==> config.mk <==
export PLATFORM = sky130hd
export DESIGN_NAME = cam_search_ctrl
export DESIGN_NICKNAME = d
export VERILOG_FILES = /design/src/rtl/cam_pkg.sv /design/src/rtl/cam_prio_enc.sv /design/src/rtl/cam_search_ctrl.sv
export SDC_FILE = /design/constraint.sdc
export NUM_CORES = 1
export LEC_CHECK = 0
export ABC_AREA = 1
export BUFFER_PORTS_ARGS = -buffer_cell sky130_fd_sc_hd__buf_2
export CORE_UTILIZATION = 53
export DETAILED_ROUTE_END_ITERATION = 12
export HOLD_SLACK_MARGIN = 0.06
export PLACE_DENSITY = 0.8
export SYNTH_ARGS = -nofsm -noshare
export SYNTH_HDL_FRONTEND = slang
export SYNTH_HIERARCHICAL = 1
export SYNTH_SLANG_ARGS = --single-unit
==> constraint.sdc <==
create_clock -name clk -period 2 [get_ports clk]
set_input_delay 0.4 -clock clk [delete_from_list [all_inputs] [get_ports clk]]
set_output_delay 0.4 -clock clk [all_outputs]
set_load 0.02 [all_outputs]
==> src/rtl/cam_pkg.sv <==
// Shared types and default sizing for the 9T CAM sequencing controller.
// Holds the controller state enum and default array dimensions.
package cam_pkg;
  localparam int DEF_ROWS     = 16;
  localparam int DEF_WIDTH    = 8;
  localparam int DEF_ADDR_W   = 4;
  localparam int DEF_EVAL_CYC = 2;

  typedef enum logic [2:0] {
    IDLE,
    PRECH,
    EVAL,
    WRITE,
    RESP
  } state_t;
endpackage

==> src/rtl/cam_prio_enc.sv <==
// Combinational priority encoder over the CAM match lines.
// In: match[ROWS]. Out: hit (any), multi (>1), addr (lowest set index).
module cam_prio_enc
  import cam_pkg::*;
#(
  parameter int ROWS   = DEF_ROWS,
  parameter int ADDR_W = DEF_ADDR_W
) (
  input  logic [ROWS-1:0]   match,
  output logic              hit,
  output logic              multi,
  output logic [ADDR_W-1:0] addr
);
  // Scan high to low so the lowest set index wins.
  always_comb begin
    addr = '0;
    for (int i = ROWS - 1; i >= 0; i--) begin
      if (match[i]) addr = ADDR_W'(i);
    end
  end

  assign hit   = |match;
  // Clearing the lowest set bit leaves something only if >1 bits were set.
  assign multi = |(match & (match - ROWS'(1)));
endmodule

==> src/rtl/cam_search_ctrl.sv <==
// Write/search sequencer for a row-organised 9T CAM array.
// Ports: req_* request handshake, dl/dlb/wlwr/pre array drive,
// match array sense, rsp_* response handshake. All outputs registered.
module cam_search_ctrl
  import cam_pkg::*;
#(
  parameter int ROWS     = DEF_ROWS,
  parameter int WIDTH    = DEF_WIDTH,
  parameter int ADDR_W   = DEF_ADDR_W,
  parameter int EVAL_CYC = DEF_EVAL_CYC
) (
  input  logic              clk,
  input  logic              rst,
  input  logic              req_valid,
  output logic              req_ready,
  input  logic              req_wr,
  input  logic [WIDTH-1:0]  req_key,
  input  logic [ADDR_W-1:0] req_addr,
  output logic [WIDTH-1:0]  dl,
  output logic [WIDTH-1:0]  dlb,
  output logic [ROWS-1:0]   wlwr,
  output logic              pre,
  input  logic [ROWS-1:0]   match,
  output logic              rsp_valid,
  input  logic              rsp_ready,
  output logic              rsp_hit,
  output logic              rsp_multi,
  output logic [ADDR_W-1:0] rsp_addr
);
  localparam int CW = $clog2(EVAL_CYC + 1);

  state_t            state, nstate;
  logic [CW-1:0]     cnt;
  logic [WIDTH-1:0]  key_q, key_s;
  logic [ADDR_W-1:0] addr_q, addr_s;
  logic              acc, last_eval, last_wr;
  logic              e_hit, e_multi;
  logic [ADDR_W-1:0] e_addr;

  logic              n_ready, n_pre, n_rvalid;
  logic [WIDTH-1:0]  n_dl, n_dlb;
  logic [ROWS-1:0]   n_wlwr;

  assign acc       = (state == IDLE) && req_valid && req_ready;
  assign last_eval = (cnt == CW'(EVAL_CYC - 1));
  assign last_wr   = (cnt == CW'(1));
  // Outputs are registered from the next state, so on the accept edge
  // the request fields must bypass the latch.
  assign key_s     = (state == IDLE) ? req_key : key_q;
  assign addr_s    = (state == IDLE) ? req_addr : addr_q;

  cam_prio_enc #(
    .ROWS  (ROWS),
    .ADDR_W(ADDR_W)
  ) u_enc (
    .match(match),
    .hit  (e_hit),
    .multi(e_multi),
    .addr (e_addr)
  );

  always_ff @(posedge clk or posedge rst) begin
    if (rst) begin
      state     <= IDLE;
      cnt       <= '0;
      key_q     <= '0;
      addr_q    <= '0;
      req_ready <= 1'b0;
      pre       <= 1'b0;
      dl        <= '0;
      dlb       <= '0;
      wlwr      <= '0;
      rsp_valid <= 1'b0;
      rsp_hit   <= 1'b0;
      rsp_multi <= 1'b0;
      rsp_addr  <= '0;
    end else begin
      state     <= nstate;
      cnt       <= (nstate != state) ? '0 : cnt + CW'(1);
      req_ready <= n_ready;
      pre       <= n_pre;
      dl        <= n_dl;
      dlb       <= n_dlb;
      wlwr      <= n_wlwr;
      rsp_valid <= n_rvalid;
      if (acc) begin
        key_q  <= req_key;
        addr_q <= req_addr;
      end
      if (state == EVAL && last_eval) begin
        rsp_hit   <= e_hit;
        rsp_multi <= e_multi;
        rsp_addr  <= e_addr;
      end
      if (state == WRITE && last_wr) begin
        rsp_hit   <= 1'b0;
        rsp_multi <= 1'b0;
        rsp_addr  <= addr_q;
      end
    end
  end

  always_comb begin
    nstate = state;
    unique case (state)
      IDLE:  if (acc) nstate = req_wr ? WRITE : PRECH;
      PRECH: nstate = EVAL;
      EVAL:  if (last_eval) nstate = RESP;
      WRITE: if (last_wr) nstate = RESP;
      RESP:  if (rsp_ready) nstate = IDLE;
      default: nstate = IDLE;
    endcase
  end

  always_comb begin
    n_ready  = 1'b0;
    n_pre    = 1'b0;
    n_rvalid = 1'b0;
    n_dl     = '0;
    n_dlb    = '0;
    n_wlwr   = '0;
    unique case (nstate)
      IDLE:  n_ready = 1'b1;
      PRECH: n_pre = 1'b1;
      EVAL: begin
        n_dl  = key_s;
        n_dlb = ~key_s;
      end
      WRITE: begin
        n_dl  = key_s;
        n_dlb = ~key_s;
        // Out-of-range rows match no bit, dropping the write.
        for (int i = 0; i < ROWS; i++) begin
          n_wlwr[i] = (addr_s == ADDR_W'(i));
        end
      end
      RESP:  n_rvalid = 1'b1;
      default: n_ready = 1'b0;
    endcase
  end
endmodule
==> reports/metrics.yaml <==
setup_viol: 0
r2r_cells: 7
drive_gt1_share_pct: 37.3
place.gp.congestion: 0.827
viasPerCell: 4.87
cts_sinks: 58
hold_viol: 0
clockBufferDepth: 2
fin_nets: 437
rows: 26
max-cap-violations: 0
holdCritPathClass: "input port to flop"
power_frac_seq_pct: 31.7
crit_chain: "nor2_2 > buf_4 > nand2_8 > nand2_1 > nand2_2 > nand2_4 > nor3_2"
area_growth_pct: 22.1
cpPeakStageDelay_ns: 0.51
p_int_mw: 3.07
r2r-start: "state[0]"
grt_pass1_wl_mm: 10.4
clock_skew_ns: 0.0123
cts_root_buf: "clkbuf_8"
fin_crit_sh_pct: 84.8
syn_nets: 357
drtPass1Iterations: 4
initial_utilization_pct: 56.6
design_area_um2: 3620
drc: 0
worst_slew_pin_slew_ns: 0.456
core_area_um2: 5240
wire_per_inst_um: 12.7
yosys_warnings: 6
dp_cells: 461
r2r-end: "wlwr[0]"
required_ns: 2.21
worstSetupStartpointType: "flop"
antenna_found_initial: 0
p_sw_mw: 2.35
grt_max_degree: 40
p_per_area_nw_per_um2: 1500
postRouteAntennaNets: 0
die_x_um: 76.8
cts_tree: "yes"
drt_iter0_markers: 67
outcome: "completed"
fin_tns_setup_ns: 0
clkPwrFrac_pct: 22.7
worstPathMaxFanout: 24
period_minus_slack_ns: 1.70
slew_headroom_pct: 69.5
rsz0062_at_grt: "no"
r2r_slack_ns: 0.30
finalNonFillerCells: 478
swShare_pct: 43.4
worst_setup_path_end_kind: "flop"
syn-mean-instance-area_um2: 9.18
arrival_ns: 1.90
path_class: "flop to flop"
fillCellCount: 413
clk-insertion-delay-late_ns: 0.34
path_depth: 7
die_h_um: 76.8
ir_drop_mv: 0.773
gr-total-overflow: 0
cp-startpoint: "state[0]"
grt_usage_pct: 22.9
crit_slowest_cell: "dfrtp_1"
combinationalPowerShare_pct: 45.7
dieArea_um2: 5900
place_hpwl_mm: 4.37
ys_seq_elements: 58
yosysSeqAreaShare_pct: 48.9
htreeDepth: 3
leakagePower_nw: 1.95
p_total_mw: 5.42
syn-instance-count: 323
port_buffers: 73
drt_wl_total_mm: 6.05
dpl-instance-area_um2: 3380
path_delay_family: "simple AND/OR/NAND/NOR gates"
ios: 74
crit_buf_inv: 1
hold_ws_ns: 0.321
cts_resized: 0
grt_pass1_vias: 2319
clk_pin_slew_ns: 0.07
cts_made_buffers: 9
fmax_ghz: 0.590
n_antenna_cell: 0
crit_end: "wlwr[0]"
drv_slew: 0
via_count: 2330
synth_cell_types: 31
syn_area_um2: 2970
-- synth_stat cells --
master,number,area (µm²)
nand2_8,1,20.0
nand4_1,1,6.26
buf_6,4,45.0
o31ai_1,1,7.51
buf_2,3,15.0
o2111ai_1,1,8.76
nand2_2,8,50.1
nor2_4,2,22.5
nand3b_1,1,7.51
and2_1,8,50.1
clkbuf_1,2,7.51
ha_1,1,12.5
nor2_2,6,37.5
dfrtp_1,58,1450
inv_1,35,131
o21ai_1,4,20.0
buf_12,1,20.0
o22ai_1,1,6.26
nand3_1,14,70.1
nor3_2,19,190
nor3_1,3,15.0
nand2_1,52,195
o21ai_0,18,90.1
a31oi_1,2,12.5
inv_2,3,11.3
a21oi_1,19,95.1
nand2_4,16,180
nand4_4,1,21.3
nor2_1,36,135
nor3b_4,1,18.8
a21boi_2,1,11.3
-- kinds of logic after synthesis --
family / Yosys count / synth area share (%)
DFF: 58 / 48.9
and+or+nand+nor: 169 / 34.4
buffers and inverters: 48 / 7.76
adders and majority gates: 1 / 0.422
AOI/OAI and AO/OA: 47 / 8.48
-- per-stage QoR --
stage	utilization (%)	worst slack, ns
detailed placement	64.5	0.215
global placement	64.5	0.318
finish	69.1	0.305
floorplan	-	0.172
global route	69.1	0.219
CTS	69.1	0.303
-- how the worst min path moves through the flow --
stage / start / to / slack, ns / cells past startpoint
finish: req_key[1] / key_q[1] / 0.32 / 3
global route: req_key[7] / key_q[7] / 0.34 / 3
detailed placement: cnt[0] / cnt[0] / 0.42 / 1
floorplan: cnt[0] / cnt[0] / 0.41 / 1
CTS: req_key[1] / key_q[1] / 0.31 / 3
global placement: rst / dlb[1] / 0.41 / 2
-- routing by layer --
| layer | vias to the layer above | share of wire [%] | global-route usage [%] |
|---|---|---|---|
| met1 | 1070 | 41 | 25.8 |
| met3 | 13 | 4.7 | 6.19 |
| li1 | 1189 | - | - |
| met5 | - | 0 | 0 |
| met2 | 58 | 51 | 39.5 |
| met4 | 0 | 2.8 | 11.7 |
-- power groups by stage --
stage / Sequential, mW / Combinational, mW / Clock, mW
2_1_floorplan: 1.93 / 1.80 / 0
3_3_place_gp: 1.72 / 2.38 / 0
3_5_place_dp: 1.73 / 2.47 / 0
4_1_cts: 1.71 / 2.49 / 1.24
5_1_grt: 1.75 / 2.73 / 1.31
6_report: 1.72 / 2.47 / 1.23
-- worst reg2reg max path, cell delays in order (launching register included) --
cell,delay (ns)
dfrtp_1,0.51
nor2_2,0.26
buf_4,0.24
nand2_8,0.15
nand2_1,0.12
nand2_2,0.10
nand2_4,0.13
nor3_2,0.06
-- state kept, by name (all words and copies together) (netlist names) --
signal / flops
pre: 1
dlb: 8
rsp_multi: 1
rsp_hit: 1
cnt: 2
wlwr: 16
key_q: 8
rsp_addr: 4
rsp_valid: 1
state: 3
req_ready: 1
dl: 8
addr_q: 4
-- area by class of cell --
type | count | area (µm²) | area share (%)
Clock buffer | 12 | 155 | 4.29
Sequential cell | 58 | 1450 | 40.1
Inverter | 38 | 143 | 3.94
Multi-Input combinational cell | 217 | 1280 | 35.5
Tap cell | 70 | 87.6 | 2.42
Clock inverter | 4 | 73.8 | 2.04
Timing Repair Buffer | 79 | 425 | 11.8
-- cells in the final DEF (no fill, tap or decap), drive strengths merged --
cell | Yosys | layout
ha | 1 | 1
a31oi | 2 | 2
o2111ai | 1 | 1
nand3 | 14 | 14
nor3b | 1 | 1
o31ai | 1 | 1
nand2 | 77 | 77
nor3 | 22 | 22
inv | 38 | 38
o22ai | 1 | 1
bufinv | 0 | 2
clkbuf | 2 | 12
a21oi | 19 | 19
buf | 8 | 78
nand3b | 1 | 1
nor2 | 44 | 44
o21ai | 22 | 22
a21boi | 1 | 1
nand4 | 2 | 2
clkinv | 0 | 2
dlygate4sd3 | 0 | 1
and2 | 8 | 8
dfrtp | 58 | 58
-- what timing repair did --
item                                   4_1_cts  5_1_grt
endpoints found under the hold margin        5        0
hold buffers                                 1        0
buffers inserted                             0        0
Power figures use the tool's default switching activity.
